===== src/rtl/multi_digit_display.sv =====
// Registered N-digit driver for active-low 7-segment HEX displays.
// Holds a double-buffered frame of 5-bit character codes and adds per-digit
// blinking, leading-zero suppression and a left-scrolling message mode.
module multi_digit_display #(
  parameter int NUM_DIGITS = 6,
  parameter int BLINK_DIV  = 25000000,
  parameter int SCROLL_DIV = 12500000
) (
  input  logic                    clock,
  input  logic                    resetn,
  input  logic                    load,
  input  logic [5*NUM_DIGITS-1:0] frameChars,
  input  logic [NUM_DIGITS-1:0]   blinkMask,
  input  logic                    enable,
  input  logic                    suppressZeros,
  input  logic                    scrollEn,
  output logic [7*NUM_DIGITS-1:0] HexOut,
  output logic                    frameValid,
  output logic                    blinkPhase
);

  // Source positions run over the frame followed by an equally long blank gap.
  localparam int SRC_N    = 2 * NUM_DIGITS;
  localparam int BLINK_W  = (BLINK_DIV  > 1) ? $clog2(BLINK_DIV)  : 1;
  localparam int SCROLL_W = (SCROLL_DIV > 1) ? $clog2(SCROLL_DIV) : 1;
  localparam int OFF_W    = $clog2(SRC_N);

  localparam logic [BLINK_W-1:0]  BLINK_LAST  = BLINK_W'(BLINK_DIV - 1);
  localparam logic [SCROLL_W-1:0] SCROLL_LAST = SCROLL_W'(SCROLL_DIV - 1);
  localparam logic [OFF_W-1:0]    OFF_LAST    = OFF_W'(SRC_N - 1);
  localparam logic [4:0]          BLANK       = 5'd31;

  // Character code to active-low segments {g,f,e,d,c,b,a}; 15..31 are blank.
  function automatic logic [6:0] seg_encode(input logic [4:0] code);
    logic [6:0] seg;
    case (code)
      5'd0:    seg = 7'h40;
      5'd1:    seg = 7'h79;
      5'd2:    seg = 7'h24;
      5'd3:    seg = 7'h30;
      5'd4:    seg = 7'h19;
      5'd5:    seg = 7'h12;
      5'd6:    seg = 7'h02;
      5'd7:    seg = 7'h78;
      5'd8:    seg = 7'h00;
      5'd9:    seg = 7'h18;
      5'd10:   seg = 7'h0E;
      5'd11:   seg = 7'h3F;
      5'd12:   seg = 7'h23;
      5'd13:   seg = 7'h2F;
      5'd14:   seg = 7'h06;
      default: seg = 7'h7F;
    endcase
    return seg;
  endfunction

  // A code that may be swallowed by the leading-zero run: zero or any blank.
  function automatic logic is_zero_or_blank(input logic [4:0] code);
    return (code == 5'd0) || (code >= 5'd15);
  endfunction

  logic [5*NUM_DIGITS-1:0] frame_p0;
  logic [NUM_DIGITS-1:0]   mask_p0;
  logic [BLINK_W-1:0]      blink_cnt;
  logic [SCROLL_W-1:0]     scroll_cnt;
  logic [OFF_W-1:0]        offset;

  logic [5*NUM_DIGITS-1:0] shown;
  logic                    zero_run;
  logic [OFF_W-1:0]        off_eff;
  int                      src;
  logic [4:0]              code;
  logic [7*NUM_DIGITS-1:0] hex_next;

  // Frame/mask double buffer: captured only on the load strobe.
  always_ff @(posedge clock) begin
    if (!resetn) begin
      frame_p0   <= {NUM_DIGITS{BLANK}};
      mask_p0    <= '0;
      frameValid <= 1'b0;
    end else if (load) begin
      frame_p0   <= frameChars;
      mask_p0    <= blinkMask;
      frameValid <= 1'b1;
    end
  end

  // Free-running blink timer; a load restarts it with the digits visible.
  always_ff @(posedge clock) begin
    if (!resetn) begin
      blink_cnt  <= '0;
      blinkPhase <= 1'b1;
    end else if (load) begin
      blink_cnt  <= '0;
      blinkPhase <= 1'b1;
    end else if (blink_cnt == BLINK_LAST) begin
      blink_cnt  <= '0;
      blinkPhase <= ~blinkPhase;
    end else begin
      blink_cnt  <= blink_cnt + BLINK_W'(1);
    end
  end

  // Scroll timer and offset; parked at zero whenever scrolling is off.
  always_ff @(posedge clock) begin
    if (!resetn || load || !scrollEn) begin
      scroll_cnt <= '0;
      offset     <= '0;
    end else if (scroll_cnt == SCROLL_LAST) begin
      scroll_cnt <= '0;
      offset     <= (offset == OFF_LAST) ? '0 : offset + OFF_W'(1);
    end else begin
      scroll_cnt <= scroll_cnt + SCROLL_W'(1);
    end
  end

  // Leading-zero suppression on the stored frame, digit 0 always kept.
  always_comb begin
    shown    = frame_p0;
    zero_run = suppressZeros;
    for (int i = NUM_DIGITS - 1; i >= 1; i--) begin
      if (zero_run && is_zero_or_blank(frame_p0[5*i +: 5])) begin
        shown[5*i +: 5] = BLANK;
      end else begin
        zero_run = 1'b0;
      end
    end
  end

  // Map each display position to its scrolled source digit, apply blink
  // and enable, then encode to segments.
  always_comb begin
    hex_next = '1;
    off_eff  = scrollEn ? offset : '0;
    src      = 0;
    code     = BLANK;
    for (int i = 0; i < NUM_DIGITS; i++) begin
      src  = (i + SRC_N - int'(off_eff)) % SRC_N;
      code = BLANK;
      for (int s = 0; s < NUM_DIGITS; s++) begin
        if (s == src) begin
          code = (!blinkPhase && mask_p0[s]) ? BLANK : shown[5*s +: 5];
        end
      end
      if (enable) begin
        hex_next[7*i +: 7] = seg_encode(code);
      end
    end
  end

  // Output register driving the pins.
  always_ff @(posedge clock) begin
    if (!resetn) begin
      HexOut <= '1;
    end else begin
      HexOut <= hex_next;
    end
  end

endmodule


===== config.mk =====
export PLATFORM = sky130hd
export DESIGN_NAME = multi_digit_display
export DESIGN_NICKNAME = d
export VERILOG_FILES = /design/src/rtl/multi_digit_display.sv
export SDC_FILE = /design/constraint.sdc
export NUM_CORES = 1
export LEC_CHECK = 0
export CAP_MARGIN = 20
export CORE_ASPECT_RATIO = 1.75
export CORE_MARGIN = 5
export CORE_UTILIZATION = 40
export DETAILED_ROUTE_END_ITERATION = 8
export HOLD_SLACK_MARGIN = 0.05
export PLACE_DENSITY_LB_ADDON = 0.2
export SYNTH_ARGS = -nofsm -noshare
export SYNTH_HDL_FRONTEND = slang
export SYNTH_SLANG_ARGS = --single-unit

===== constraint.sdc =====
create_clock -name clock -period 13.42 [get_ports clock]
set_clock_uncertainty 0.15 [all_clocks]
set_input_delay 1.342 -clock clock [delete_from_list [all_inputs] [get_ports clock]]
set_output_delay 1.342 -clock clock [all_outputs]
set_load 0.02 [all_outputs]

==> results of run 1 <==
-- logic make-up after synthesis --
group	synth area share (%)
fa+ha+maj	6.77
compound gates	23.9
simple gates	25.7
mux	6.06
xor+xnor	4.47
flops	27.2
buf+inv	5.91
-- metrics by stage --
step,util [%],cell area (um^2),std cells,power [W],hold WS (ns)
floorplan,-,9790,1243,0.000494,0.276
global placement,44.7,10700,1572,0.000533,0.285
detailed placement,44.7,10700,1572,0.000535,0.296
CTS,47.2,11300,1603,0.00103,0.310
global route,47.3,11400,1606,0.00106,0.328
finish,47.3,11400,1606,0.00102,0.305
-- worst max-delay path, stage by stage --
cell and delay (ns):
clkdlybuf4s50_1 0.45, buf_4 0.30, and2_1 0.47, inv_1 0.27, ha_1 0.40, nand2b_1 0.21, a22oi_1 0.13, ha_1 0.31
or3b_2 0.44, a221oi_1 0.30, or4_1 0.26, nand3_1 0.21, o2111a_1 0.23, o32ai_2 0.45, inv_1 0.16, ha_1 0.26
mux4_2 0.45, nand2b_1 0.08
-- Yosys cell counts (10+ instances only) --
| cell | instances |
|---|---|
| o22ai_1 | 17 |
| dfxtp_1 | 133 |
| nand2_1 | 136 |
| xnor2_1 | 19 |
| nor3_1 | 26 |
| o221ai_1 | 11 |
| a21oi_1 | 47 |
| a22oi_1 | 15 |
| nand2b_1 | 12 |
| nor2b_1 | 25 |
| ha_1 | 53 |
| a31oi_1 | 17 |
| o31ai_1 | 11 |
| xor2_1 | 31 |
| buf_2 | 18 |
| mux2i_1 | 48 |
| or3_1 | 11 |
| o211ai_1 | 27 |
| inv_1 | 49 |
| nand4_1 | 21 |
| clkbuf_1 | 44 |
| o21ai_1 | 10 |
| o21ai_0 | 48 |
| and3_1 | 15 |
| nor4_1 | 10 |
| nor2_1 | 144 |
| nand3_1 | 44 |
-- cell type report --
cell class | instances | area [um^2]
sequential | 133 | 2660
multi-input combinational | 982 | 6550
clock buffer | 19 | 433
timing repair buffer | 100 | 958
inverter | 52 | 195
clock inverter | 12 | 178
tap | 308 | 385
fill | 2444 | 12700
-- power by group through the flow --
stage          combinational [W]  clock [W]  sequential (W)
3_3_place_gp            0.000110          0        0.000423
6_report                0.000114   0.000490        0.000415
4_1_cts                 0.000112   0.000504        0.000415
2_1_floorplan          0.0000747          0        0.000419
5_1_grt                 0.000124   0.000520        0.000416
3_5_place_dp            0.000111          0        0.000423
-- layer usage --
layer / global-route usage [%] / part of all wire [%] / vias to the layer above / routed length [um]
met2: 39.2 / 52 / 339 / 15800
met1: 21.0 / 35 / 4430 / 10500
met5: 0 / 0 / - / 0
li1: - / - / 4608 / -
met3: 4.39 / 5.1 / 125 / 1540
met4: 15.3 / 7.5 / 0 / 2250
-- registers in the layout (all words and copies together) (netlist names) --
register    count
HexOut         42
frame_p0       30
blink_cnt      25
scroll_cnt     24
mask_p0         6
offset          4
blinkPhase      1
frameValid      1
-- worst max-delay path by stage --
stage | from | end | cells past startpoint
floorplan | scrollEn | HexOut[31] | 20
global placement | scrollEn | HexOut[31] | 18
detailed placement | scrollEn | HexOut[31] | 18
CTS | scrollEn | HexOut[31] | 18
global route | scrollEn | HexOut[31] | 18
finish | scrollEn | HexOut[31] | 18
-- cells in the final DEF, fill, tap and decap left out, types with 7 or more instances in the layout --
cell type        synthesis  layout
and3_1                  15      15
o22ai_1                 17      17
nor3b_1                  7       7
xor2_1                  31      31
nor3_1                  26      26
o211ai_1                27      27
buf_4                    2      15
inv_1                   49      49
a31oi_1                 17      17
nand2b_1                12      12
o21ai_0                 48      48
a21oi_1                 47      47
nor2b_1                 25      25
a22oi_1                 15      15
nand4_1                 21      21
nand2_1                136     136
nand3_1                 44      44
o31ai_1                 11      11
ha_1                    53      53
clkdlybuf4s50_1          0      84
dfxtp_1                133     133
mux2i_1                 48      48
nor4_1                  10      10
or3_1                   11      11
xnor2_1                 19      19
and2_1                   9       9
nor2_1                 144     144
o21ai_1                 10      10
o21a_1                   7       7
o221ai_1                11      11
clkbuf_16                0      17
==> impl_metrics.yaml, run 1 <==
global_routing:
  grtUsageTotal_pct: 21.5
  grt_pass1_vias: 9093
  grt_max_degree: 42
  antenna_found_initial: 0
  grt_pass1_wl_mm: 47.5
  grt_overflow: 0
drt:
  drtIter0Drc: 639
  wl_per_cell_um: 18.7
  viasPerCell: 5.92
  vias: 9502
  wirelength_mm: 30.1
  drc_errors: 0
  postRouteAntennaNets: 0
  drtPass1Iterations: 6
power_and_ir_drop:
  power_density_nw_per_um2: 89.8
  switching_share_pct: 25.5
  ir_drop_mv: 0.0901
  p_switching_w: 0.000260
  power_leakage_nw: 4.34
  pwr-share-seq_pct: 40.7
  p_int_w: 0.000760
  combinationalPowerShare_pct: 11.2
  clockPowerShare_pct: 48.1
logic_synthesis:
  async_flop_share_pct: 0
  synth_area_um2: 9790
  yosysSeqAreaShare_pct: 27.2
  syn_inst: 1243
  synth-seq-cells: 133
  syn_avg_cell_area_um2: 7.87
  synth-edff-count: 0
  syn_nets: 1338
  synth_cell_types: 102
  yosys-top-cells-area: "dfxtp_1 27%, ha_1 6.8%, nor2_1 5.5%, nand2_1 5.2%, mux2i_1 4.9%"
  synth_largest_area_cell: "dfxtp_1"
  ys_warn_count: 0
  synth-main-ff-cell: "dfxtp_1"
  yosysTopAreaCellShare_pct: 27.2
critical_path:
  r2r-start: "offset[2]"
  start_kind: "input pin"
  cp-end-kind: "flop"
  required_ns: 13.65
  reg2reg_slack_ns: 7.78
  crit_fanout: 31
  crit_arrival_ns: 6.77
  r2r_end: "HexOut[31]"
  ff2ff_path_depth: 16
  crit_type: "in -> reg"
hold_path:
  hp-start: "frameValid"
  hold_depth: 1
  hp-class: "reg -> reg"
  worst_hold_path.endpoint: "frameValid"
clocking:
  root_buffer: "clkbuf_16"
  tritoncts: "done"
  numCtsBuffers: 17
  clock_path_buffers: 2
  insertion_delay_ns: 0.45
  post_cts_buffers: 0
  cts_hold_buffers: 0
  post_cts_resized: 0
  cts-htree-levels: 4
  path_clk_slew_ns: 0.06
  clkSinkCount: 133
outcome:
  status: "completed"
timing:
  tns_ns: 0
  slew_headroom_pct: 25.7
  rsz0062_at_grt: "no"
  worst_pin_slew_ns: 1.11
  hold_viol_final: 0
  fmax_ghz: 0.153
  finalSetupViolCount: 0
  slew_violations: 0
  period_needed_ns: 6.54
  setup_slack_ns: 6.88
  finalCritPeriodShare_pct: 48.7
placement:
  gp_congestion: 1.01
  dp_hpwl_mm: 22.9
  dp_slack_ns: 6.50
  portBuffers: 85
run:
  cap_violations: 0
layout:
  area_growth_pct: 16.1
  layout.nets: 1381
  diodes: 0
  drive_gt1_share_pct: 7.09
die:
  coreArea_um2: 24000
  dieArea_um2: 27800
  initial_core_util_pct: 40.7
  io_pins: 86
  dieWidth_um: 128
  fp.dieH_um: 217
  floorplan.rows: 75
Power figures use the tool's default switching activity.
==> run 2: changes to the inputs <==
- clock period: 13.42 -> 5.3 ns (I/O delays scaled with it)
==> run 2 against run 1 <==
  * Final area is 1.8% higher
  * Hold slack hardly changed
  * Clock power increased by 130%
  * Combinational power rose to 2.6 times the previous value
  * Critical path depth is 2 lower
  * Wire length grew 4.3%
  * Power is 140% higher
  * First-iteration DRC count increased by 5.6%
  * Sequential power rose to 2.5 times the previous value
  * Register-to-register slack got worse by 7.1 ns
  * Global-route usage is 0.87 points higher
  * Largest cell class unchanged
==> impl_metrics.yaml, run 2 (synthesis gave the netlist of run 1 again) <==
outcome:
  status: "completed"
clocking:
  clock_path_buffers: 2
  post_cts_buffers: 0
  clkSinkCount: 133
  insertion_delay_ns: 0.45
  numCtsBuffers: 17
  path_clk_slew_ns: 0.06
  root_buffer: "clkbuf_16"
  cts_hold_buffers: 0
  post_cts_resized: 0
  tritoncts: "done"
  cts-htree-levels: 4
critical_path:
  ff2ff_path_depth: 14
  crit_arrival_ns: 5.10
  r2r-start: "offset[0]"
  reg2reg_slack_ns: 0.72
  crit_type: "in -> reg"
  critPathTopFamily: "simple AND/OR/NAND/NOR gates"
  cp.depth: 16
  critPathMaxStageDelay_ns: 0.49
  start_kind: "input pin"
  cp-end-kind: "flop"
  worstPathBufferInverterCount: 3
  r2r_end: "HexOut[31]"
  worstPathCellList: "clkdlybuf4s50_1, buf_4, nand2_1, ha_1, and2_1, ha_1, or3b_2, a221oi_1, or4_1, nand3_1, o2111a_1, o32ai_2, inv_1, ha_1, mux4_2, nand2b_1"
  required_ns: 5.54
  crit_slowest_cell: "clkdlybuf4s50_1"
  crit_top_cell: "ha_1"
  crit_fanout: 29
drt:
  drtPass1Iterations: 6
  vias: 9530
  drtIter0Drc: 675
  postRouteAntennaNets: 0
  drc_errors: 0
  wirelength_mm: 31.4
  viasPerCell: 5.81
  wl_per_cell_um: 19.1
hold_path:
  worst_hold_path.endpoint: "frameValid"
  hp-class: "reg -> reg"
  hp-start: "frameValid"
  hold_depth: 1
power_and_ir_drop:
  p_switching_w: 0.000684
  power_leakage_nw: 4.47
  clockPowerShare_pct: 45.5
  power_w: 0.00247
  combinationalPowerShare_pct: 12.0
  pwr-share-seq_pct: 42.5
  ir_drop_mv: 0.244
  switching_share_pct: 27.7
  power_density_nw_per_um2: 213
  p_int_w: 0.00178
global_routing:
  grt_pass1_wl_mm: 48.8
  antenna_found_initial: 0
  grtUsageTotal_pct: 22.3
  grt_pass1_vias: 9126
  grt_max_degree: 42
  grt_overflow: 0
layout:
  layout.nets: 1415
  drive_gt1_share_pct: 9.68
  layout_common_cells: "144 x nor2_1, 136 x nand2_1, 133 x dfxtp_1"
  reg_top3: "HexOut: 42 flops, frame_p0: 30 flops, blink_cnt: 25 flops"
  area_growth_pct: 18.2
  largest_register_ffs: 42
  final_cell_area_um2: 11600
  layout_commonest_cell: "nor2_1"
  top_register: "HexOut"
  nFillCells: 2461
  diodes: 0
die:
  dieArea_um2: 27800
  initial_core_util_pct: 40.7
  dieWidth_um: 128
  io_pins: 86
  coreArea_um2: 24000
  fp.dieH_um: 217
  floorplan.rows: 75
timing:
  slew_headroom_pct: 31.6
  period_needed_ns: 4.87
  finalCritPeriodShare_pct: 91.8
  worst_pin_slew_ns: 1.02
  tns_ns: 0
  rsz0062_at_grt: "no"
  hold_viol_final: 0
  fmax_ghz: 0.205
  finalSetupViolCount: 0
  slew_violations: 0
placement:
  placed_cell_area_um2: 11000
  dp_hpwl_mm: 24.5
  portBuffers: 85
  gp_congestion: 0.976
run:
  cap_violations: 0
[run 2: cell types whose count changed in the layout (fill, tap and decap cells not counted), sizes merged]
| cell | before | now |
|---|---|---|
| bufinv | 4 | 0 |
| clkinvlp | 1 | 4 |
| inv | 52 | 54 |
| clkbuf | 19 | 20 |
| clkinv | 7 | 6 |
| buf | 16 | 50 |
[run 2: worst register-to-register path: stages, from the launching register on]
cell,delay (ns)
dfxtp_1,0.59
nand2_1,0.22
ha_1,0.25
and2_1,0.15
ha_1,0.31
or3b_2,0.44
a221oi_1,0.26
or4_1,0.27
nand3_1,0.20
o2111a_1,0.22
o32ai_2,0.48
inv_1,0.16
ha_1,0.26
mux4_2,0.47
nand2b_1,0.08
[run 2: final cells by class]
| cell class | count | area (um^2) | area share (%) |
|---|---|---|---|
| flip-flops and latches | 133 | 2660 | 23.0 |
| inverters | 52 | 195 | 1.69 |
| clock buffers | 20 | 467 | 4.04 |
| well taps | 308 | 385 | 3.33 |
| clock inverters | 12 | 95.1 | 0.822 |
| multi-input cells | 982 | 6550 | 56.6 |
| repair buffers | 134 | 1210 | 10.5 |
[run 2: how the worst max path moves through the flow]
stage / start / end / slack (ns)
2_1_floorplan: scrollEn / HexOut[31] / 0.45
3_3_place_gp: scrollEn / HexOut[31] / 0.16
3_5_place_dp: scrollEn / HexOut[31] / 0.02
4_1_cts: scrollEn / HexOut[31] / 0.48
5_1_grt: scrollEn / HexOut[31] / 0.14
6_report: scrollEn / HexOut[31] / 0.43
[run 2: metal layers]
layer / up-vias / wire, um / GRT usage (%)
li1: 4692 / - / -
met1: 4379 / 11100 / 22.2
met2: 336 / 16500 / 40.6
met3: 123 / 1590 / 4.51
met4: 0 / 2210 / 15.4
met5: - / 0 / 0
[run 2: power by group through the flow]
stage	Clock, W	Sequential (W)	Combinational, W
2_1_floorplan	0	0.00106	0.000189
3_3_place_gp	0	0.00107	0.000291
3_5_place_dp	0	0.00107	0.000293
4_1_cts	0.00116	0.00105	0.000294
5_1_grt	0.00119	0.00105	0.000322
6_report	0.00112	0.00105	0.000297
[run 2: through the flow]
step	util (%)	hold WS [ns]	setup slack (ns)	cells
after global placement	45.8	0.287	0.162	1608
after CTS	48.1	0.310	0.478	1640
after floorplan	-	0.276	0.452	1243
after detailed placement	45.8	0.295	0.0241	1608
final	48.1	0.305	0.434	1641
after global routing	48.1	0.337	0.137	1641
==> run 3: changes to the inputs <==
- REMOVE_ABC_BUFFERS: unset -> 1
==> run 3 against run 2 <==
  * Non-clock buffer count is 5 lower
  * Utilization is 0.15 points higher
  * Sequential power is essentially flat
  * Combinational power about the same
  * Highest routed layer unchanged
==> impl_metrics.yaml, run 3 (synthesis gave the netlist of run 1 again) <==
outcome:
  status: "completed"
layout:
  top_register: "HexOut"
  layout_common_cells: "144 x nor2_1, 136 x nand2_1, 133 x dfxtp_1"
  area_growth_pct: 18.5
  reg_top3: "HexOut: 42 flops, frame_p0: 30 flops, blink_cnt: 25 flops"
  drive_gt1_share_pct: 9.27
  nFillCells: 2427
  largest_register_ffs: 42
  diodes: 0
  layout.nets: 1410
  layout_commonest_cell: "nor2_1"
timing:
  period_needed_ns: 4.77
  slew_violations: 0
  fmax_ghz: 0.210
  hold_viol_final: 0
  rsz0062_at_grt: "no"
  tns_ns: 0
  finalSetupViolCount: 0
  worst_pin_slew_ns: 1.02
  finalCritPeriodShare_pct: 90.0
  setup_slack_ns: 0.528
  slew_headroom_pct: 31.9
global_routing:
  grtUsageTotal_pct: 22.6
  grt_overflow: 0
  grt_pass1_vias: 9321
  antenna_found_initial: 0
  grt_pass1_wl_mm: 49.6
  grt_max_degree: 42
clocking:
  tritoncts: "done"
  clock_path_buffers: 2
  post_cts_resized: 0
  post_cts_buffers: 0
  clkSinkCount: 133
  numCtsBuffers: 17
  path_clk_slew_ns: 0.06
  insertion_delay_ns: 0.44
  root_buffer: "clkbuf_16"
  cts_hold_buffers: 0
  cts-htree-levels: 4
hold_path:
  hp-class: "reg -> reg"
  worst_hold_path.endpoint: "frameValid"
  hold_depth: 1
  hp-start: "frameValid"
drt:
  viasPerCell: 5.85
  drtIter0Drc: 526
  wirelength_mm: 31.9
  postRouteAntennaNets: 0
  vias: 9563
  wl_per_cell_um: 19.5
  drtPass1Iterations: 5
  drc_errors: 0
placement:
  dp_slack_ns: 0.139
  dp_hpwl_mm: 24.9
  portBuffers: 85
  gp_congestion: 1.01
critical_path:
  crit_fanout: 8
  r2r_end: "HexOut[35]"
  reg2reg_slack_ns: 0.81
  cp-end-kind: "flop"
  crit_arrival_ns: 5.00
  start_kind: "input pin"
  r2r-start: "offset[2]"
  crit_type: "in -> reg"
  required_ns: 5.53
  ff2ff_path_depth: 18
power_and_ir_drop:
  power_density_nw_per_um2: 227
  ir_drop_mv: 0.209
  power_leakage_nw: 4.49
die:
  fp.dieH_um: 217
  io_pins: 86
  dieWidth_um: 128
  initial_core_util_pct: 40.7
  floorplan.rows: 75
  coreArea_um2: 24000
  dieArea_um2: 27800
run:
  cap_violations: 0
run 3: cell types whose count changed in the layout (fill, tap and decap cells not counted):
cell        previous run  this run
buf_4                 49        44
bufinv_16              0         4
clkbuf_8               3         1
clkinv_2               2         1
clkinv_4               2         3
clkinvlp_4             4         1
run 3: metrics by stage:
step	utilization [%]	instance area (um^2)	instances	power, W	hold WS, ns
floorplan	-	9410	1167	0.00123	0.276
global placement	45.6	11000	1603	0.00136	0.289
detailed placement	45.6	11000	1603	0.00136	0.294
CTS	48.3	11600	1634	0.00267	0.309
global route	48.3	11600	1635	0.00274	0.337
finish	48.3	11600	1635	0.00263	0.303
run 3: worst max-delay path, stage by stage:
cell and delay [ns]:
clkdlybuf4s50_1 0.51, and2_1 0.16, inv_1 0.06, ha_1 0.27, buf_4 0.19, a21boi_2 0.19, nor2_2 0.27, ha_1 0.32
nor2_1 0.10, a2111oi_2 0.40, o22ai_1 0.24, nor4b_4 0.55, nand2_1 0.12, a22o_1 0.31, ha_1 0.26, inv_1 0.08
mux2i_1 0.07, mux2_1 0.31, nand2_1 0.06
run 3: final cells by class:
type | instances | area [um^2] | share of cell area [%]
clock buffer | 18 | 439 | 3.79
clock inverter | 13 | 196 | 1.69
inverter | 52 | 195 | 1.68
multi-input combinational | 982 | 6550 | 56.4
sequential | 133 | 2660 | 22.9
tap | 308 | 385 | 3.32
timing repair buffer | 129 | 1180 | 10.1
run 3: worst max path at each step:
stage / start / end / slack [ns]
6_report: scrollEn / HexOut[35] / 0.53
5_1_grt: scrollEn / HexOut[38] / 0.19
4_1_cts: scrollEn / HexOut[31] / 0.61
3_3_place_gp: scrollEn / HexOut[31] / 0.25
2_1_floorplan: offset[2] / HexOut[31] / 0.59
3_5_place_dp: scrollEn / HexOut[31] / 0.14
run 3: layer usage:
metal,track usage (%),up-vias,part of all wire (%)
li1,-,4670,-
met5,0,-,0
met3,4.88,107,4.8
met2,41.6,309,53
met4,15.5,0,7.1
met1,21.9,4477,35
run 3: where the power goes:
part | leakage, nW | internal [W] | switching, W
Sequential | 1.08 | 0.00102 | 0.0000275
Clock | 0.309 | 0.000805 | 0.000481
Combinational | 3.10 | 0.000124 | 0.000175
Total | 4.49 | 0.00195 | 0.000684
